==> src/rtl/softmax_shift_pkg.sv <==
// Shared types and constants for the softmax shift sequencer.
// Latency: n/a (declarations only).
// Backpressure: n/a.
package softmax_shift_pkg;

  localparam int DATA_W_DEF  = 8;
  localparam int VEC_LEN_DEF = 4;
  localparam int SHIFT_W_DEF = 3;

  typedef enum logic [1:0] {
    IDLE = 2'd0,
    RUN  = 2'd1,
    DONE = 2'd2
  } state_t;

  // Bit offset of element idx inside a packed vector of data_w-wide elements.
  function automatic int elem_lsb(input int idx, input int data_w);
    return idx * data_w;
  endfunction

endpackage

==> src/rtl/softmax_shift_lane.sv <==
// Single-element power-of-two shifter: arithmetic right, logical left; optional
// left-overflow saturation when SOFTMAX_SHIFT_SAT_EN is defined.
// Latency: purely combinational. Backpressure: none (no state).
module softmax_shift_lane
  import softmax_shift_pkg::*;
#(
  parameter int DATA_W  = DATA_W_DEF,
  parameter int SHIFT_W = SHIFT_W_DEF
) (
  input  logic [DATA_W-1:0]  din,
  input  logic [SHIFT_W-1:0] shamt,
  input  logic               dir,
`ifdef SOFTMAX_SHIFT_SAT_EN
  output logic               ovf,
`endif
  output logic [DATA_W-1:0]  dout
);

  logic [DATA_W-1:0] right_v;

`ifdef SOFTMAX_SHIFT_SAT_EN
  // Wide enough to hold the exact product din * 2^shamt for any shamt.
  localparam int EXT_W = DATA_W + (1 << SHIFT_W);

  logic [EXT_W-1:0] ext;
  logic [EXT_W-1:0] ext_sh;
  logic             fits;

  // Exact left product, representability test and saturation select.
  always_comb begin
    ext     = {{(EXT_W-DATA_W){din[DATA_W-1]}}, din};
    ext_sh  = ext << shamt;
    // Representable iff everything from the result sign bit upward is one copy of the sign.
    fits    = (&ext_sh[EXT_W-1:DATA_W-1]) | ~(|ext_sh[EXT_W-1:DATA_W-1]);
    right_v = DATA_W'($signed(din) >>> shamt);
    ovf     = ~dir & ~fits;
    if (dir) begin
      dout = right_v;
    end else if (!fits) begin
      dout = din[DATA_W-1] ? {1'b1, {(DATA_W-1){1'b0}}} : {1'b0, {(DATA_W-1){1'b1}}};
    end else begin
      dout = ext_sh[DATA_W-1:0];
    end
  end
`else
  // Plain shift; left overflow simply drops the high bits.
  always_comb begin
    right_v = DATA_W'($signed(din) >>> shamt);
    dout    = dir ? right_v : (din << shamt);
  end
`endif

endmodule

==> src/rtl/softmax_shift_sequencer.sv <==
// Walks one shared shift lane across a captured vector, one element per cycle (SOFTMAX_SHIFT_SAT_EN adds saturation + out_sat).
// Latency: out_valid high VEC_LEN edges after acceptance; one vector per VEC_LEN+2 cycles.
// Backpressure: single vector in flight; in_ready only in IDLE, result held in DONE until out_ready.
module softmax_shift_sequencer
  import softmax_shift_pkg::*;
#(
  parameter int DATA_W  = DATA_W_DEF,
  parameter int VEC_LEN = VEC_LEN_DEF,
  parameter int SHIFT_W = SHIFT_W_DEF
) (
  input  logic                      clk,
  input  logic                      rst_n,
  input  logic                      flush,
  input  logic                      in_valid,
  output logic                      in_ready,
  input  logic [VEC_LEN*DATA_W-1:0] in_data,
  input  logic [SHIFT_W-1:0]        in_shamt,
  input  logic                      in_dir,
  output logic                      out_valid,
  input  logic                      out_ready,
`ifdef SOFTMAX_SHIFT_SAT_EN
  output logic                      out_sat,
`endif
  output logic [VEC_LEN*DATA_W-1:0] out_data,
  output logic                      busy
);

  localparam int IDX_W = $clog2(VEC_LEN);

  state_t                    state;
  state_t                    state_nxt;
  logic [IDX_W-1:0]          idx;
  logic [VEC_LEN*DATA_W-1:0] src;
  logic [VEC_LEN*DATA_W-1:0] dst;
  logic [SHIFT_W-1:0]        shamt_q;
  logic                      dir_q;
  logic                      out_valid_q;
  logic                      accept;
  logic                      last;
  logic [DATA_W-1:0]         lane_din;
  logic [DATA_W-1:0]         lane_dout;
`ifdef SOFTMAX_SHIFT_SAT_EN
  logic                      lane_ovf;
  logic                      sat_q;
`endif

  assign lane_din  = src[elem_lsb(int'(idx), DATA_W) +: DATA_W];
  assign out_data  = dst;
  assign out_valid = out_valid_q;
  assign busy      = (state != IDLE);
`ifdef SOFTMAX_SHIFT_SAT_EN
  assign out_sat   = sat_q;
`endif

  softmax_shift_lane #(
    .DATA_W  (DATA_W),
    .SHIFT_W (SHIFT_W)
  ) u_lane (
    .din   (lane_din),
    .shamt (shamt_q),
    .dir   (dir_q),
`ifdef SOFTMAX_SHIFT_SAT_EN
    .ovf   (lane_ovf),
`endif
    .dout  (lane_dout)
  );

  // State register.
  always_ff @(posedge clk) begin
    if (!rst_n) begin
      state <= IDLE;
    end else begin
      state <= state_nxt;
    end
  end

  // Next-state and handshake decode; flush overrides every transition.
  always_comb begin
    state_nxt = state;
    in_ready  = 1'b0;
    accept    = 1'b0;
    last      = (idx == IDX_W'(VEC_LEN-1));
    case (state)
      IDLE: begin
        in_ready = ~flush;
        if (in_valid && !flush) begin
          accept    = 1'b1;
          state_nxt = RUN;
        end
      end
      RUN: begin
        if (last) begin
          state_nxt = DONE;
        end
      end
      DONE: begin
        if (out_ready) begin
          state_nxt = IDLE;
        end
      end
      default: state_nxt = IDLE;
    endcase
    if (flush) begin
      state_nxt = IDLE;
    end
  end

  // Capture, per-element write-back and output valid; flush leaves src/dst stale.
  always_ff @(posedge clk) begin
    if (!rst_n) begin
      idx         <= '0;
      src         <= '0;
      dst         <= '0;
      shamt_q     <= '0;
      dir_q       <= 1'b0;
      out_valid_q <= 1'b0;
`ifdef SOFTMAX_SHIFT_SAT_EN
      sat_q       <= 1'b0;
`endif
    end else if (flush) begin
      idx         <= '0;
      out_valid_q <= 1'b0;
`ifdef SOFTMAX_SHIFT_SAT_EN
      sat_q       <= 1'b0;
`endif
    end else begin
      if (accept) begin
        src     <= in_data;
        shamt_q <= in_shamt;
        dir_q   <= in_dir;
        idx     <= '0;
`ifdef SOFTMAX_SHIFT_SAT_EN
        sat_q   <= 1'b0;
`endif
      end
      if (state == RUN) begin
        dst[elem_lsb(int'(idx), DATA_W) +: DATA_W] <= lane_dout;
`ifdef SOFTMAX_SHIFT_SAT_EN
        sat_q <= sat_q | lane_ovf;
`endif
        if (last) begin
          idx         <= '0;
          out_valid_q <= 1'b1;
        end else begin
          idx <= idx + IDX_W'(1);
        end
      end
      if (state == DONE && out_ready) begin
        out_valid_q <= 1'b0;
`ifdef SOFTMAX_SHIFT_SAT_EN
        sat_q       <= 1'b0;
`endif
      end
    end
  end

endmodule
==> config.mk <==
export PLATFORM = sky130hd
export DESIGN_NAME = softmax_shift_sequencer
export DESIGN_NICKNAME = d
export VERILOG_FILES = /design/src/rtl/softmax_shift_pkg.sv /design/src/rtl/softmax_shift_lane.sv /design/src/rtl/softmax_shift_sequencer.sv
export SDC_FILE = /design/constraint.sdc
export NUM_CORES = 1
export LEC_CHECK = 0
export ABC_AREA = 0
export CAP_MARGIN = 20
export CORE_MARGIN = 1
export CORE_UTILIZATION = 50
export CTS_BUF_LIST = sky130_fd_sc_hd__clkbuf_16
export DETAILED_ROUTE_END_ITERATION = 8
export DONT_BUFFER_PORTS = 1
export GPL_ROUTABILITY_DRIVEN = 0
export GPL_TIMING_DRIVEN = 0
export REMOVE_ABC_BUFFERS = 1
export SYNTH_ARGS = -nofsm -noshare
export SYNTH_HDL_FRONTEND = slang
export SYNTH_SLANG_ARGS = --single-unit
==> constraint.sdc <==
create_clock -name clk -period 5.5 [get_ports clk]
set_clock_uncertainty 0.15 [all_clocks]
set_input_delay 0.55 -clock clk [delete_from_list [all_inputs] [get_ports clk]]
set_output_delay 0.55 -clock clk [all_outputs]
set_load 0.005 [all_outputs]
==> results summary <==
The tightest min-delay check is of the input port to register type. In the final layout, the share of cells above drive strength 1 is 0.0823. TritonCTS built the clock tree. The worst slew margin relative to its limit came out at 0.327. Timing would allow up to roughly 320 MHz. The final-stage net count is 442. The number of cells produced by synthesis came out at a little over 400.

The routed length per instance is approximately 16 um. The final worst-path setup slack came out at approximately 2400 ps. The initial DRC count is between 100 and 150.

For this design, the sink count on the clock tree is 73. Setup repair after global routing left no endpoint under its margin. The effective utilization at floorplan came out at 0.520. Of all nets on the critical path, the largest fanout is 19. The source-to-sink clock delay at the later pin of the worst-skew pair is between 300 and 400 ps. 76 I/O pins were placed. Data on the critical path is required at its endpoint by between 5000 and 6000 ps. The flow ran to the end, and the final reports show no timing, DRC or antenna violations. The cell total after placement came out at 480. Data on the critical path arrives at its endpoint at approximately 3100 ps.

The wire length of the first global-routing pass is between 10 and 15 mm. The HPWL after detailed placement is approximately 5.4 mm. The number of max-slew violations in the final report is 0. The tree is rooted in a sky130_fd_sc_hd__clkbuf_16. The total number of placement rows is 30. The worst setup path is captured at a register. The dominant register cell in the synthesized netlist is sky130_fd_sc_hd__dfxtp_1. The number of failing hold endpoints at the final stage came out at 0. Relative to the synthesized area, the layout overhead comes to 12.6%.

For the pin with the worst max-slew slack, the measured transition is ~1000 ps. The vertical die dimension came out at between 80 and 90 um. The via count of the first global-routing pass is approximately 2600.

The largest vdd supply drop is 0.000163 V. The number of antenna violations at the first check in global routing came to 0. The placeable core region came out at about 7000 um2. The post-synthesis async set-or-reset flop share is 0. The CTS clock-pin slew for the worst setup and hold paths came out at approximately 60 ps. After clock tree synthesis, the flow added hold-fix buffers numbering 0. The number of diodes came out at 0. STA classifies the critical path startpoint as a register. The total number of vias came out at 2806.

The number of clock buffers added by TritonCTS is 9. The number of setup violations in the final report came out at 0. In this run the remaining antenna-violating nets after routing total 0. The setup fix buffers added after clock tree synthesis is 0. The DRC violations left is 0. Across every metal layer, demand over resource in global routing totals 0.218. The cell taking the most area after synthesis is sky130_fd_sc_hd__dfxtp_1. Entering global routing, the biggest net connects between 40 and 50 pins. In this run, synthesis produced a sequential element count of 73. Sorting the synthesized cells by area gives the leading types as sky130_fd_sc_hd__dfxtp_1 (41%), sky130_fd_sc_hd__nand2_1 (11%), sky130_fd_sc_hd__a21boi_0 (8.5%), sky130_fd_sc_hd__o21ai_0 (3.8%), sky130_fd_sc_hd__mux4_2 (3.8%).

The area enclosed by the die boundary came out at around 7400 um2. The clock passes through at most 2 buffers. OpenSTA, run right after detailed placement, puts the worst setup slack at between 2000 and 2500 ps. For this run, the register share of the synthesized area comes to 0.411.

The first-pass detailed-route iteration total is 4. The number of vias per cell came out at between 5 and 6. The die boundary width is approximately 86 um. The number of synthesis warnings is 0. The H-tree depth is 3. The total congestion overflow after global routing came out at 0. After layout, the design draws a total of 0.00136 W. The number of maximum-capacitance violations came out at 0. The final clock period utilization by the worst path is 0.564. Among all cell types in the netlist, the one instantiated most often is sky130_fd_sc_hd__nand2_1. The number of input and output port buffers inserted is 0. After synthesis, the most frequently instantiated cells are sky130_fd_sc_hd__nand2_1 (105), sky130_fd_sc_hd__dfxtp_1 (73), sky130_fd_sc_hd__a21boi_0 (40), sky130_fd_sc_hd__o21ai_0 (27), sky130_fd_sc_hd__clkbuf_1 (21). The number of distinct library cells after synthesis is 44.

The leakage power of the design came out at between 1 and 1.5 nW. The total of cells resized after clock tree synthesis is 0. The time the worst path needs with I/O delays and setup is 3100 ps. The area share of the leading cell type in the synthesized netlist is 0.411.

The power per standard cell area came out at ~340 nW/um2. A synthesized cell averages between 8 and 9 um2. After the flow finishes, the layout carries non-filler instances totaling 497. The final setup TNS is 0 ps. The routed wire length is around 7.8 mm. The count of flip-flops with a built-in enable after synthesis is 0. The post-synthesis instance area is 3550 um2. The critical path is of the register to register type.
worst paths after layout:
kind	start	endpoint	slack [ps]	cells after the start
worst max-delay path	idx[0]	out_data[6]	2400	6
worst min-delay path	in_data[24]	src[24]	210	2
worst max register to register	idx[0]	out_data[6]	2400	6
worst min register to register	src[24]	src[24]	310	2
where the power goes:
part	internal, W	switching, W	total [W]
sequential	0.000542	0.0000138	0.000556
clock	0.000489	0.000225	0.000714
combinational	0.0000377	0.0000492	0.0000869
area by class of cell:
class                   instances  area [um2]
clock buffers                   9         225
clock inverters                 7         141
fillers                       644        2830
inverters                       4        15.0
multi-input cells             305        1950
flip-flops and latches         73        1460
well taps                      96         120
repair buffers                  3        82.6
worst max-delay path: stages, from the launching register on:
cell	delay (ps)
sky130_fd_sc_hd__dfxtp_1	580
sky130_fd_sc_hd__buf_16	220
sky130_fd_sc_hd__mux4_1	650
sky130_fd_sc_hd__mux2i_1	220
sky130_fd_sc_hd__o21ai_0	170
sky130_fd_sc_hd__a221oi_1	750
sky130_fd_sc_hd__o21ai_0	200
kinds of logic (layout without fill, tap and decap cells):
family | after synthesis | in the layout | synth area share
and+or+nand+nor | 166 | 166 | 0.210
adders and majority gates | 5 | 5 | 0.0176
AOI/OAI and AO/OA | 109 | 109 | 0.212
DFF | 73 | 73 | 0.411
muxes | 25 | 25 | 0.111
buffers and inverters | 29 | 23 | 0.0387
per-stage QoR:
step	hold WS [ps]	utilization	area, um2
finish	206	0.586	4000
global route	199	0.586	4000
CTS	193	0.582	3970
detailed placement	305	0.528	3610
global placement	299	0.520	3550
floorplan	289	-	3430
state kept, by name (all words and copies together), names as in the netlist:
name       count
out_data      32
src           32
shamt_q        3
idx            2
state          2
dir_q          1
out_valid      1
cells in the final DEF, fill, tap and decap left out, types with 5 or more instances in the layout:
master,instances
sky130_fd_sc_hd__nand2_1,105
sky130_fd_sc_hd__dfxtp_1,73
sky130_fd_sc_hd__a21boi_0,40
sky130_fd_sc_hd__o21ai_0,27
sky130_fd_sc_hd__nor2_1,17
sky130_fd_sc_hd__a22o_1,13
sky130_fd_sc_hd__mux2i_1,12
sky130_fd_sc_hd__nor2b_1,9
sky130_fd_sc_hd__a21oi_1,9
sky130_fd_sc_hd__clkbuf_16,9
sky130_fd_sc_hd__mux4_2,6
sky130_fd_sc_hd__nand2b_1,6
sky130_fd_sc_hd__and2_1,6
sky130_fd_sc_hd__nand3_1,5
sky130_fd_sc_hd__ha_1,5
per-layer routing:
metal  part of all wire  vias to the layer above  global-route usage  routed length [um]
met2               0.48                       71               0.367                3720
li1                   -                     1423                   -                   -
met5                  0                        -                   0                   0
met3              0.053                       11              0.0657                 416
met4              0.020                        0              0.0970                 152
met1               0.45                     1301               0.258                3510
(Power assumes the default switching activity.)
